<file path="src/rtl/jk_exc_pkg.sv">
// Shared types and constants for the JK excitation driver.
// No logic of its own: state encoding and per-bit {J,K} codes.
// No flow control here; see jk_excitation_driver for the handshake.
package jk_exc_pkg;

    // Driver FSM states.
    typedef enum logic [1:0] {
        ST_IDLE   = 2'd0,
        ST_DRIVE  = 2'd1,
        ST_SETTLE = 2'd2,
        ST_CHECK  = 2'd3
    } jk_drv_state_t;

    // Per-bit excitation codes, packed as {J, K}.
    localparam logic [1:0] JK_HOLD = 2'b00;
    localparam logic [1:0] JK_RST  = 2'b01;
    localparam logic [1:0] JK_SET  = 2'b10;
    localparam logic [1:0] JK_TGL  = 2'b11;

endpackage

</file>
<file path="src/rtl/jk_excite.sv">
// Purpose: per-bit J/K excitation that moves a JK bank from cur to tgt.
// Latency: purely combinational. Optional build macro: JK_EXC_TOGGLE_EN.
// Backpressure: none; the caller decides when the result is driven.
module jk_excite
    import jk_exc_pkg::*;
#(
    parameter int WIDTH = 8
) (
    input  logic [WIDTH-1:0] cur,
    input  logic [WIDTH-1:0] tgt,
    output logic [WIDTH-1:0] j,
    output logic [WIDTH-1:0] k
);

    for (genvar i = 0; i < WIDTH; i++) begin : g_bit
        logic [1:0] code;

        // Equal bits hold; differing bits either toggle or get an explicit set/reset.
        always_comb begin
            code = JK_HOLD;
            if (cur[i] != tgt[i]) begin
`ifdef JK_EXC_TOGGLE_EN
                code = JK_TGL;
`else
                code = tgt[i] ? JK_SET : JK_RST;
`endif
            end
        end

        assign j[i] = code[1];
        assign k[i] = code[0];
    end

endmodule

</file>
<file path="src/rtl/jk_excitation_driver.sv">
// Purpose: drive one J/K excitation pulse toward a target word, settle, read back, retry on mismatch.
// Latency: accept to done/err = (SETTLE+2) cycles per attempt. Build macro JK_EXC_TOGGLE_EN selects toggle encoding.
// Backpressure: tgt_ready is high only while idle (including the done/err cycle); offers while busy are ignored.
module jk_excitation_driver
    import jk_exc_pkg::*;
#(
    parameter int WIDTH     = 8,
    parameter int SETTLE    = 1,
    parameter int MAX_RETRY = 2,
    localparam int RW       = (MAX_RETRY > 0) ? $clog2(MAX_RETRY + 1) : 1
) (
    input  logic             clk,
    input  logic             reset,
    input  logic             tgt_valid,
    output logic             tgt_ready,
    input  logic [WIDTH-1:0] tgt_data,
    input  logic [WIDTH-1:0] q_in,
    output logic [WIDTH-1:0] j_out,
    output logic [WIDTH-1:0] k_out,
    output logic             busy,
    output logic             done,
    output logic             err,
    output logic [RW-1:0]    retry_cnt
);

    localparam int SW = $clog2(SETTLE + 1);
    localparam logic [RW-1:0] RETRY_LIM = RW'(MAX_RETRY);
    localparam logic [SW-1:0] SETTLE_LD = SW'(SETTLE - 1);

    if (SETTLE < 1) begin : g_settle_chk
        $error("jk_excitation_driver: SETTLE must be >= 1");
    end

    jk_drv_state_t    state, state_nxt;
    logic [WIDTH-1:0] tgt_q, tgt_nxt;
    logic [WIDTH-1:0] j_nxt, k_nxt;
    logic [WIDTH-1:0] exc_j, exc_k, exc_tgt;
    logic [SW-1:0]    settle_cnt, settle_nxt;
    logic [RW-1:0]    retry_nxt;
    logic             done_nxt, err_nxt;

    // J/K are registered, so excitation is computed in the cycle before DRIVE:
    // from the offered word on accept, from the latched target on a retry.
    // The bank cannot move while J=K=0, so q_in then equals q during DRIVE.
    assign exc_tgt = (state == ST_IDLE) ? tgt_data : tgt_q;

    jk_excite #(.WIDTH(WIDTH)) u_excite (
        .cur (q_in),
        .tgt (exc_tgt),
        .j   (exc_j),
        .k   (exc_k)
    );

    // Next-state and next-output decode.
    always_comb begin
        state_nxt  = state;
        tgt_nxt    = tgt_q;
        retry_nxt  = retry_cnt;
        settle_nxt = settle_cnt;
        j_nxt      = '0;
        k_nxt      = '0;
        done_nxt   = 1'b0;
        err_nxt    = 1'b0;
        case (state)
            ST_IDLE: begin
                if (tgt_valid && tgt_ready) begin
                    tgt_nxt   = tgt_data;
                    retry_nxt = '0;
                    j_nxt     = exc_j;
                    k_nxt     = exc_k;
                    state_nxt = ST_DRIVE;
                end
            end
            ST_DRIVE: begin
                settle_nxt = SETTLE_LD;
                state_nxt  = ST_SETTLE;
            end
            ST_SETTLE: begin
                if (settle_cnt == '0) begin
                    state_nxt = ST_CHECK;
                end else begin
                    settle_nxt = settle_cnt - 1'b1;
                end
            end
            ST_CHECK: begin
                if (q_in == tgt_q) begin
                    done_nxt  = 1'b1;
                    state_nxt = ST_IDLE;
                end else if (retry_cnt < RETRY_LIM) begin
                    retry_nxt = retry_cnt + 1'b1;
                    j_nxt     = exc_j;
                    k_nxt     = exc_k;
                    state_nxt = ST_DRIVE;
                end else begin
                    err_nxt   = 1'b1;
                    state_nxt = ST_IDLE;
                end
            end
            default: state_nxt = ST_IDLE;
        endcase
    end

    // State, counters and registered outputs; synchronous active-low reset.
    always_ff @(posedge clk) begin
        if (!reset) begin
            state      <= ST_IDLE;
            tgt_q      <= '0;
            retry_cnt  <= '0;
            settle_cnt <= '0;
            j_out      <= '0;
            k_out      <= '0;
            done       <= 1'b0;
            err        <= 1'b0;
            busy       <= 1'b0;
            tgt_ready  <= 1'b1;
        end else begin
            state      <= state_nxt;
            tgt_q      <= tgt_nxt;
            retry_cnt  <= retry_nxt;
            settle_cnt <= settle_nxt;
            j_out      <= j_nxt;
            k_out      <= k_nxt;
            done       <= done_nxt;
            err        <= err_nxt;
            busy       <= (state_nxt != ST_IDLE);
            tgt_ready  <= (state_nxt == ST_IDLE);
        end
    end

endmodule

</file>
<file path="config.mk">
export PLATFORM = sky130hd
export DESIGN_NAME = jk_excitation_driver
export DESIGN_NICKNAME = d
export VERILOG_FILES = /design/src/rtl/jk_exc_pkg.sv /design/src/rtl/jk_excite.sv /design/src/rtl/jk_excitation_driver.sv
export SDC_FILE = /design/constraint.sdc
export NUM_CORES = 1
export LEC_CHECK = 0
export ABC_AREA = 0
export BUFFER_PORTS_ARGS = -buffer_cell sky130_fd_sc_hd__clkbuf_2
export CAP_MARGIN = 30
export CORE_MARGIN = 2
export CORE_UTILIZATION = 48
export DETAILED_ROUTE_END_ITERATION = 10
export PLACE_DENSITY = 0.76
export SETUP_SLACK_MARGIN = 0.2
export SLEW_MARGIN = 30
export SYNTH_ARGS = -nofsm -noshare
export SYNTH_HDL_FRONTEND = slang
export SYNTH_SLANG_ARGS = --single-unit
</file>
<file path="constraint.sdc">
create_clock -name clk -period 2.8 [get_ports clk]
set_clock_uncertainty 0.2 [all_clocks]
set_input_delay 0.56 -clock clk [delete_from_list [all_inputs] [get_ports clk]]
set_output_delay 0.56 -clock clk [all_outputs]
set_load 0.02 [all_outputs]
</file>
==> summary.txt <==
Finish
  • Fillcell total: 280
  • Post-route cell area: approximately 0.0017 mm^2
  • Layout area overhead: 18.8%
  • Area of the multi-input gates: between 700 and 800 um^2
  • FF+latch area: between 600 and 700 um^2
  • Fin nets: 210
  • Layout cells sized above 1: 0.354
  • Antenna cells: 0

Clock tree
  • CTS tree: done
  • Clk root buf: clkbuf_4
  • CTS Buf Count: 5
  • Hold_buf cts: 0
  • Setup Fix Bufs, Post-CTS: 0
  • CTS sink count: 32
  • CTS clock-pin slew for the worst setup and hold paths: around 0.10 ns
  • Post-CTS Resized: 0
  • Clock Latency Late Sink: ~0.33 ns
  • CTS Buffer Depth: 2
  • H-Tree Depth: 2

STA
  • Fin crit share: 0.728
  • Slew Limit Fails: 0
  • Max-slew headroom: 0.564
  • Setup TNS: 0 ns
  • Final min period: between 2 and 2.5 ns
  • Tightest Pin Transition: roughly 0.65 ns
  • Setup-failing EPs final: 0
  • Fmax: 490 MHz
  • Hold Violations, Final: 0
  • RSZ-0062 raised after global routing: no

Power
  • Peak VDD IR: between 0.0004 and 0.0005 V
  • Power per cell area: roughly 870 mW/mm^2
  • Total power draw: 1510 uW
  • Leak: between 0.0007 and 0.0008 uW

Global routing
  • Total track usage: 0.191
  • Pin count of the biggest net entering global routing: 20
  • Vias in the first global route: about 1100
  • Global-route wire length before repair: between 4 and 5 mm
  • Initial antenna violation count: 0
  • GRT overflow: 0

Synth
  • Ys flop type: dfxtp_1
  • Mapped Area: ~0.0015 mm^2
  • Post-synth EDFFs: 0
  • Ys async rst share: 0
  • Yosys Warn Count: 0
  • Syn avg cell area: between 10 and 15 um^2
  • Synth Net Count: around 170
  • Seq/Total Area, Yosys: 0.439
  • Synth cell types: 30
  • Flops & latches, synth: 32
  • Synth Instances: 145

Drt
  • Routed via count: approximately 1200
  • Post-DR wirelength/cell: ~14 um
  • DRC: 0
  • Routed Antenna Nets: 0
  • Iter 0 DRT Violations: 38
  • Drt pass-1 iters: 4
  • Vias per cell: ~5.4
  • DRT Wirelength: 3.02 mm

Status
  • Status: finished, final reports clean

Floorplanning
  • Die height: ~59 um
  • Site Rows: 20
  • Core area: approximately 0.0030 mm^2
  • Chip width: 59.1 um
  • # IOs: 41
  • Die area: roughly 0.0035 mm^2
  • Initial Utilization: 0.490

Place
  • RePlAce Congestion: between 0.7 and 0.8
  • Placed cell area: about 0.0017 mm^2
  • I/O Buffers: 40
  • Post-DP HPWL: about 2.2 mm

Setup path
  • CP endpoint kind: flip-flop
  • Crit-path max FO: 12
  • Startpoint types: flip-flop
  • Worst R2R Path Depth: 5
  • Crit Path Class: flip-flop to flip-flop
  • Arr. time, crit path: roughly 2.1 ns
  • Critical Path RT: roughly 2.8 ns

Worst hold path
  • Worst hold-check path type: primary input to flip-flop
  • Hold depth: 2

Run
  • # Max-Cap Violations: 0
layer usage:
layer / up-vias / GRT usage / routed length, um
met4: 0 / 0.0877 / 63
met3: 8 / 0.0786 / 166
met5: - / 0 / 0
met2: 35 / 0.324 / 1550
met1: 551 / 0.207 / 1230
li1: 603 / - / -
cells by family after synthesis:
group	after synthesis	share of synthesized area
and+or+nand+nor	45	0.150
AOI/OAI and AO/OA	36	0.228
DFF	32	0.439
buffers and inverters	13	0.0540
xor gates and xnor gates	8	0.0480
muxes	8	0.0549
adders and majority gates	3	0.0257
cells in the final DEF, fill, tap and decap left out, drive strengths merged, types with 2 or more instances in the layout:
cell	instances
dfxtp	32
nor2b	2
inv	4
nor4	2
buf	5
a2111oi	8
a21oi	8
nand2	26
mux2i	8
nor2	2
and3	2
o21ai	2
xor2	8
clkbuf	48
ha	3
a211oi	4
a21boi	8
nand3	8
cells in the mapped netlist (all sizes together) (2+ instances only):
library cell	count	share of area
buf	5	0.033
nand2	26	0.067
a21oi	8	0.027
a21boi	8	0.041
a2111oi	8	0.082
nand3	8	0.027
xor2	8	0.048
o21ai	2	0.0069
inv	4	0.010
dfxtp	32	0.44
nor2	2	0.0051
and3	2	0.0086
clkbuf	4	0.010
mux2i	8	0.055
ha	3	0.026
a211oi	4	0.034
nor2b	2	0.0086
nor4	2	0.017
critical path, cell delays in order (launching register included):
cell and delay, ns:
dfxtp_1 0.39, inv_1 0.09, ha_1 0.32, inv_1 0.10, nand2_1 0.37, a2111oi_2 0.46
registers in the layout, indices dropped and copies added (netlist names):
signal     cells
busy           1
done           1
err            1
j_out          8
k_out          8
retry_cnt      2
state          2
tgt_q          8
tgt_ready      1
through the flow:
stage,cells,worst slack (ns),hold slack (ns),util
final,222,0.760,0.228,0.582
after global routing,222,0.574,0.217,0.582
after CTS,222,0.752,0.222,0.582
after detailed placement,214,0.545,0.286,0.562
after global placement,214,0.602,0.275,0.562
after floorplan,145,0.826,0.268,-
where the power goes:
part           internal (uW)  leakage, uW  switching (uW)
logic                    232     0.000471             430
clock network            124    0.0000326             154
registers                528     0.000260            41.3
path summary, 6_finish.rpt:
| path | start | end | slack [ns] |
|---|---|---|---|
| worst max-delay path | state[1] | j_out[5] | 0.76 |
| worst min-delay path | q_in[3] | j_out[3] | 0.23 |
| worst max register to register | state[1] | j_out[5] | 0.76 |
| worst min register to register | tgt_q[2] | tgt_q[2] | 0.30 |
area by class of cell:
cell class / count / area share
tap: 33 / 0.0238
multi-input combinational: 100 / 0.427
inverter: 4 / 0.00866
clock buffer: 8 / 0.0339
sequential: 32 / 0.370
timing repair buffer: 45 / 0.137
(Power assumes the default switching activity.)
